## src/rtl/audio_codec_i2c_config.sv

```systemverilog
// Audio codec configuration master: walks a fixed 10-entry register table
// and writes each entry to the codec over I2C (open-drain, ~100 kHz SCL).
// Each NACKed transaction is retried up to 3 times before the sequence
// gives up and parks in ERROR with the bus released.
//
// state   | meaning
// --------+------------------------------------------------------------
// S_IDLE  | after reset; launches the first sequence on the next edge
// S_START | start condition: SDA falls while SCL is high
// S_BIT   | one data bit, 4 quarters, SDA only moves while SCL is low
// S_ACK   | SDA released, slave response sampled at the end of q2
// S_STOP  | stop condition: SDA rises while SCL is high
// S_GAP   | bus idle between transactions, picks next entry or retry
// S_DONE  | every entry ACKed; waits for start
// S_ERROR | retries exhausted; bus released, waits for start

module audio_codec_i2c_config #(
   parameter int         sysclk_frequency = 1000,
   parameter logic [6:0] i2c_address      = 7'h1A
) (
   input  logic clk,
   input  logic reset_n,
   input  logic start,
   output logic busy,
   output logic done,
   output logic error,
   output logic i2c_scl_out,
   output logic i2c_sda_out,
   input  logic i2c_sda_in
);

   localparam int QTR_DIV_RAW = sysclk_frequency / 4;
   localparam int QTR_DIV     = (QTR_DIV_RAW < 1) ? 1 : QTR_DIV_RAW;
   localparam int DIV_W       = (QTR_DIV < 2) ? 1 : $clog2(QTR_DIV);
   localparam logic [DIV_W-1:0] DIV_RELOAD = DIV_W'(QTR_DIV - 1);
   localparam logic [7:0] ADDR_BYTE  = {i2c_address, 1'b0};
   localparam logic [3:0] LAST_ENTRY = 4'd9;

   typedef enum logic [2:0] {
      S_IDLE, S_START, S_BIT, S_ACK, S_STOP, S_GAP, S_DONE, S_ERROR
   } state_t;

   // Codec register table, {reg[6:0], data[8:0]}, in the order it is written.
   function automatic logic [15:0] table_word(input logic [3:0] idx);
      logic [15:0] w;
      case (idx)
         4'd0:    w = {7'd15, 9'h000};
         4'd1:    w = {7'd0,  9'h017};
         4'd2:    w = {7'd1,  9'h017};
         4'd3:    w = {7'd2,  9'h079};
         4'd4:    w = {7'd3,  9'h079};
         4'd5:    w = {7'd4,  9'h012};
         4'd6:    w = {7'd5,  9'h000};
         4'd7:    w = {7'd6,  9'h000};
         4'd8:    w = {7'd7,  9'h042};
         4'd9:    w = {7'd9,  9'h001};
         default: w = 16'h0000;
      endcase
      return w;
   endfunction

   state_t           r_state;
   logic [1:0]       r_q;
   logic [3:0]       r_index;
   logic [2:0]       r_bit_cnt;
   logic [1:0]       r_retry;
   logic [1:0]       r_byte_sel;
   logic [7:0]       r_shift;
   logic             r_nack;
   logic             r_auto;
   logic             r_scl;
   logic             r_sda;
   logic             r_busy;
   logic             r_done;
   logic             r_error;
   logic [DIV_W-1:0] r_div_cnt;

   logic        w_tick;
   logic [15:0] w_word;
   logic [7:0]  w_next_byte;

   assign w_tick      = r_busy && (r_div_cnt == '0);
   assign w_word      = table_word(r_index);
   assign w_next_byte = (r_byte_sel == 2'd0) ? w_word[15:8] : w_word[7:0];

   assign busy        = r_busy;
   assign done        = r_done;
   assign error       = r_error;
   assign i2c_scl_out = r_scl;
   assign i2c_sda_out = r_sda;

   // Quarter-bit down-counter; parked at its reload value whenever idle so
   // the first quarter of a sequence is always full length.
   always_ff @(posedge clk or negedge reset_n) begin
      if (!reset_n) begin
         r_div_cnt <= '0;
      end else if (!r_busy || (r_div_cnt == '0)) begin
         r_div_cnt <= DIV_RELOAD;
      end else begin
         r_div_cnt <= r_div_cnt - DIV_W'(1);
      end
   end

   // Sequencer: every quarter tick advances the bus phase and registers the
   // SCL/SDA levels for the phase being entered.
   always_ff @(posedge clk or negedge reset_n) begin
      if (!reset_n) begin
         r_state    <= S_IDLE;
         r_q        <= 2'd0;
         r_index    <= 4'd0;
         r_bit_cnt  <= 3'd0;
         r_retry    <= 2'd0;
         r_byte_sel <= 2'd0;
         r_shift    <= 8'h00;
         r_nack     <= 1'b0;
         r_auto     <= 1'b1;
         r_scl      <= 1'b1;
         r_sda      <= 1'b1;
         r_busy     <= 1'b0;
         r_done     <= 1'b0;
         r_error    <= 1'b0;
      end else begin
         case (r_state)
            S_IDLE, S_DONE, S_ERROR: begin
               if (start || r_auto) begin
                  r_auto  <= 1'b0;
                  r_done  <= 1'b0;
                  r_error <= 1'b0;
                  r_busy  <= 1'b1;
                  r_index <= 4'd0;
                  r_retry <= 2'd0;
                  r_nack  <= 1'b0;
                  r_q     <= 2'd0;
                  r_scl   <= 1'b1;
                  r_sda   <= 1'b1;
                  r_state <= S_START;
               end
            end

            S_START: begin
               if (w_tick) begin
                  if (r_q == 2'd0) begin
                     r_q   <= 2'd1;
                     r_sda <= 1'b0;
                  end else begin
                     r_q        <= 2'd0;
                     r_scl      <= 1'b0;
                     r_shift    <= ADDR_BYTE;
                     r_sda      <= ADDR_BYTE[7];
                     r_bit_cnt  <= 3'd7;
                     r_byte_sel <= 2'd0;
                     r_state    <= S_BIT;
                  end
               end
            end

            S_BIT: begin
               if (w_tick) begin
                  r_q <= r_q + 2'd1;
                  if (r_q == 2'd1) begin
                     r_scl <= 1'b1;
                  end else if (r_q == 2'd3) begin
                     r_scl <= 1'b0;
                     if (r_bit_cnt == 3'd0) begin
                        r_sda   <= 1'b1;
                        r_state <= S_ACK;
                     end else begin
                        r_bit_cnt <= r_bit_cnt - 3'd1;
                        r_shift   <= {r_shift[6:0], 1'b0};
                        r_sda     <= r_shift[6];
                     end
                  end
               end
            end

            S_ACK: begin
               if (w_tick) begin
                  r_q <= r_q + 2'd1;
                  if (r_q == 2'd1) begin
                     r_scl <= 1'b1;
                  end else if (r_q == 2'd2) begin
                     r_nack <= i2c_sda_in;
                  end else if (r_q == 2'd3) begin
                     r_scl <= 1'b0;
                     if (r_nack || (r_byte_sel == 2'd2)) begin
                        r_sda   <= 1'b0;
                        r_state <= S_STOP;
                     end else begin
                        r_byte_sel <= r_byte_sel + 2'd1;
                        r_shift    <= w_next_byte;
                        r_sda      <= w_next_byte[7];
                        r_bit_cnt  <= 3'd7;
                        r_state    <= S_BIT;
                     end
                  end
               end
            end

            S_STOP: begin
               if (w_tick) begin
                  if (r_q == 2'd0) begin
                     r_q   <= 2'd1;
                     r_scl <= 1'b1;
                  end else if (r_q == 2'd1) begin
                     r_q   <= 2'd2;
                     r_sda <= 1'b1;
                  end else begin
                     r_q <= 2'd0;
                     if (r_nack && (r_retry == 2'd3)) begin
                        r_busy  <= 1'b0;
                        r_error <= 1'b1;
                        r_scl   <= 1'b1;
                        r_sda   <= 1'b1;
                        r_state <= S_ERROR;
                     end else begin
                        r_state <= S_GAP;
                     end
                  end
               end
            end

            S_GAP: begin
               if (w_tick) begin
                  r_q <= r_q + 2'd1;
                  if (r_q == 2'd3) begin
                     // Retry/advance is decided here so index==LAST_ENTRY
                     // unambiguously means the final entry just went out.
                     if (r_nack) begin
                        r_retry <= r_retry + 2'd1;
                        r_nack  <= 1'b0;
                        r_state <= S_START;
                     end else if (r_index == LAST_ENTRY) begin
                        r_busy  <= 1'b0;
                        r_done  <= 1'b1;
                        r_state <= S_DONE;
                     end else begin
                        r_index <= r_index + 4'd1;
                        r_retry <= 2'd0;
                        r_state <= S_START;
                     end
                  end
               end
            end

            default: begin
               r_state <= S_IDLE;
            end
         endcase
      end
   end

endmodule

```

## config.mk

```make
export PLATFORM = sky130hd
export DESIGN_NAME = audio_codec_i2c_config
export DESIGN_NICKNAME = d
export VERILOG_FILES = /design/src/rtl/audio_codec_i2c_config.sv
export SDC_FILE = /design/constraint.sdc
export NUM_CORES = 1
export LEC_CHECK = 0
export CAP_MARGIN = 10
export CORE_MARGIN = 8
export CORE_UTILIZATION = 50
export DETAILED_ROUTE_END_ITERATION = 7
export PLACE_DENSITY = 0.74
export SYNTH_ARGS = -nofsm -noshare
export SYNTH_HDL_FRONTEND = slang
export SYNTH_SLANG_ARGS = --single-unit
```

## constraint.sdc

```tcl
create_clock -name clk -period 2.2 [get_ports clk]
set_input_delay 0.44 -clock clk [delete_from_list [all_inputs] [get_ports clk]]
set_output_delay 0.44 -clock clk [all_outputs]
set_load 0.01 [all_outputs]
```

==> results.md <==
- Clock skew: 0.00451 ns
- Max-Cap Viols: 0
- Routed Antenna Nets: 0
- Most used DFF post-synth: dfrtp_1
- Die boundary height: 89.8 µm
- Ratio of cells with drive above 1 in the final layout: 19.3%
- CTS tree: built
- Final WL: 6700 µm
- DRC errors left: 0
- Clock Latency Late Sink: 0.29 ns
- Antenna cells: 0
- Seq pwr share: 52.3%
- Fillers: 467
- Crit path DAT: 2.26 ns
- Post-layout net count: 356
- Internal: 1.05 mW
- PwrDens: 424 mW/mm²
- CTS Buffer Depth: 2
- Fin crit period: 2.09 ns
- Area of the multi-input gates: 0.00162 mm²
- Flops & latches, synth: 38
- Setup CP Type: reg -> reg
- Vias in the first global route: 2331
- Pre-CTS worst setup slack: -0.0956 ns
- Req. time, crit path: 2.37 ns
- Fmax: 479 MHz
- Register area share after synthesis: 35.0%
- Global-route usage over all layers: 16.8%
- Cell count after synthesis: 308
- Storage element area: 957 µm²
- H-Tree Depth: 2
- Per-cell routed wire length: 16.4 µm
- Clock Pin Slew Worst Setup and Hold Paths: 0.08 ns
- EDFF count, synth: 0
- Hold Crit Class: in -> async
- Via count: 2452
- Clk pwr share: 45.5%
- Worst slew pin tran: 0.554 ns
- Drt pass-1 iters: 7
- Largest net degree at the start of global routing: 26
- Buf/Inv on CP: 2
- Crit share post-route: 94.8%
- CTS Hold Bufs: 0
- Critical Path Max Stage Delay: 0.41 ns
- Status: finished clean
- P_leak: 1.30 nW
- Die area: 0.00807 mm²
- Cell Area, Synth: 0.00272 mm²
- Final Power: 1.34 mW
- Final hold vios: 0
- Netlist cell types: 70
- Post-route worst setup slack: 0.113 ns
- Initial antenna violation count: 0
- Row count: 27
- Area grow syn2layout: 15.9%
- VDD IR max: 0.000244 V
- Crit path launch type: register
- Worst slew margin: 63.1%
- Crit end category: register
- Top Ports: 9
- Crit-path cells: inv_1, ha_1, o21ai_2, a21oi_2, nor4_4, buf_4, and2_2, a31oi_1
- Syn_area_per_cell: 8.84 µm²
- IO buf count: 8
- Net Sw Frac: 21.9%
- Hpwl dp: 4900 µm
- Syn_nets: 329
- Gpl congestion: 0.948
- GR Overflow Total: 0
- Combinational fraction of design power: 2.2%
- Initial Util: 50.7%
- TritonCTS Buffers: 5
- Psw: 0.293 mW
- Clock sinks: 38
- Finish-stage setup viols: 0
- Root Buffer: clkbuf_8
- Async set-reset flop share out of synthesis: 100%
- Synthesis Warnings: 0
- Crit path max-delay family: simple AND/OR/NAND/NOR gates
- Slowest library cell on the worst path: dfrtp_1
- Crit path max fanout: 5
- Core area: 0.00537 mm²
- Max-slew violation count: 0
- Initial drt markers: 246
- Vias per cell: 6.01
- First-pass GRT wire length: 11400 µm
- Die W: 89.8 µm
## per-layer routing
| metal | global-route usage (%) | vias up | part of all wire, % |
|---|---|---|---|
| met2 | 27.7 | 81 | 48 |
| met5 | 0 | - | 0 |
| met3 | 3.08 | 18 | 4.7 |
| met4 | 4.65 | 0 | 2.1 |
| met1 | 21.9 | 1188 | 45 |
| li1 | - | 1165 | - |
## synth_stat cells (all sizes together) (3+ instances only)
cell	count	area, µm²
a22o	3	26.3
nand2	31	116
dfrtp	35	876
buf	8	47.5
a31oi	6	43.8
nor3b	5	42.5
and3b	3	26.3
nand2b	5	31.3
or3	6	43.8
o21ai	27	139
xnor2	5	43.8
dfstp	3	78.8
clkbuf	9	33.8
o211ai	3	22.5
a41oi	4	35.0
nand4	3	25.0
nand3	7	35.0
nor4	3	48.8
a21o	3	22.5
nor2b	3	18.8
o22ai	7	43.8
mux2i	5	50.1
nor3	7	35.0
ha	17	213
a21oi	20	108
nor2	20	77.6
inv	21	78.8
xor2	3	26.3
and4	3	28.8
mux2	4	52.6
## logic make-up (layout without fill, tap and decap cells)
group	Yosys count	after routing	synth area share (%)
compound gates	91	91	22.0
xor+xnor	8	8	2.57
fa+ha+maj	18	18	8.18
buf+inv	38	66	5.88
flops	38	38	35.0
mux	9	9	3.77
simple gates	106	106	22.6
## final cells by class
type,instances,share of cell area [%]
multi-input combinational,232,51.3
clock buffer,5,2.18
sequential,38,30.3
timing repair buffer,37,9.39
inverter,21,2.50
tap,72,2.85
clock inverter,3,1.43
## power by group through the flow
stage / Sequential, mW / Clock, mW / Combinational [mW]
2_1_floorplan: 0.714 / 0 / 0.00447
3_3_place_gp: 0.713 / 0 / 0.0305
3_5_place_dp: 0.713 / 0 / 0.0311
4_1_cts: 0.699 / 0.619 / 0.0311
5_1_grt: 0.700 / 0.649 / 0.0348
6_report: 0.699 / 0.609 / 0.0300
## cell usage in the layout (no fill, tap or decap), drive strengths merged, types with 3 or more instances in the layout
cell	count
dfrtp	35
nand2	31
buf	30
o21ai	27
inv	21
nor2	20
a21oi	20
ha	17
nand3	7
nor3	7
o22ai	7
clkdlybuf4s50	7
a31oi	6
or3	6
xnor2	5
nand2b	5
mux2i	5
clkbuf	5
nor3b	5
a41oi	4
mux2	4
xor2	3
and3b	3
a21o	3
nor2b	3
o211ai	3
a22o	3
dfstp	3
nor4	3
and4	3
nand4	3
## per-stage QoR
stage | setup TNS [ns] | utilization [%] | cells | hold slack (ns) | instance area, µm²
global route | -0.0167 | 58.8 | 408 | 0.171 | 3160
finish | 0 | 58.8 | 408 | 0.124 | 3160
global placement | -0.00256 | 56.0 | 398 | 0.434 | 3010
CTS | 0 | 58.2 | 406 | 0.143 | 3120
detailed placement | -0.315 | 56.0 | 398 | 0.459 | 3010
floorplan | 0 | - | 308 | 0.144 | 2720
## state kept, by name, summed over array words and instances (netlist names), 2 cells and up, named ones only
| signal | flops |
|---|---|
| r_byte_sel | 2 |
| r_bit_cnt | 3 |
| r_q | 2 |
| r_retry | 2 |
| r_state | 3 |
| r_index | 4 |
| r_shift | 7 |
| r_div_cnt | 8 |
## worst paths after layout
path / cells after the start / to / start / slack (ns)
worst max register to register: 8 / r_bit_cnt[2]$_DFFE_PN0P_ / r_q[1]$_DFFE_PN0P_ / 0.11
worst min register to register: 1 / r_div_cnt[0]$_DFF_PN0_ / r_div_cnt[0]$_DFF_PN0_ / 0.48
worst max-delay path: 8 / r_bit_cnt[2]$_DFFE_PN0P_ / r_q[1]$_DFFE_PN0P_ / 0.11
min in group clk: 1 / r_div_cnt[0]$_DFF_PN0_ / r_div_cnt[0]$_DFF_PN0_ / 0.48
worst min-delay path: 1 / busy$_DFFE_PN0P_ / reset_n / 0.12
max in group asynchronous: 2 / async pin / reset_n / 1.46
## repair_timing
action | 4_1_cts | 5_1_grt
gates resized for setup | 0 | 9
buffers inserted | 0 | 2
hold endpoints to repair | 0 | 0
setup endpoints to repair | 0 | 14
(Power assumes the default switching activity.)
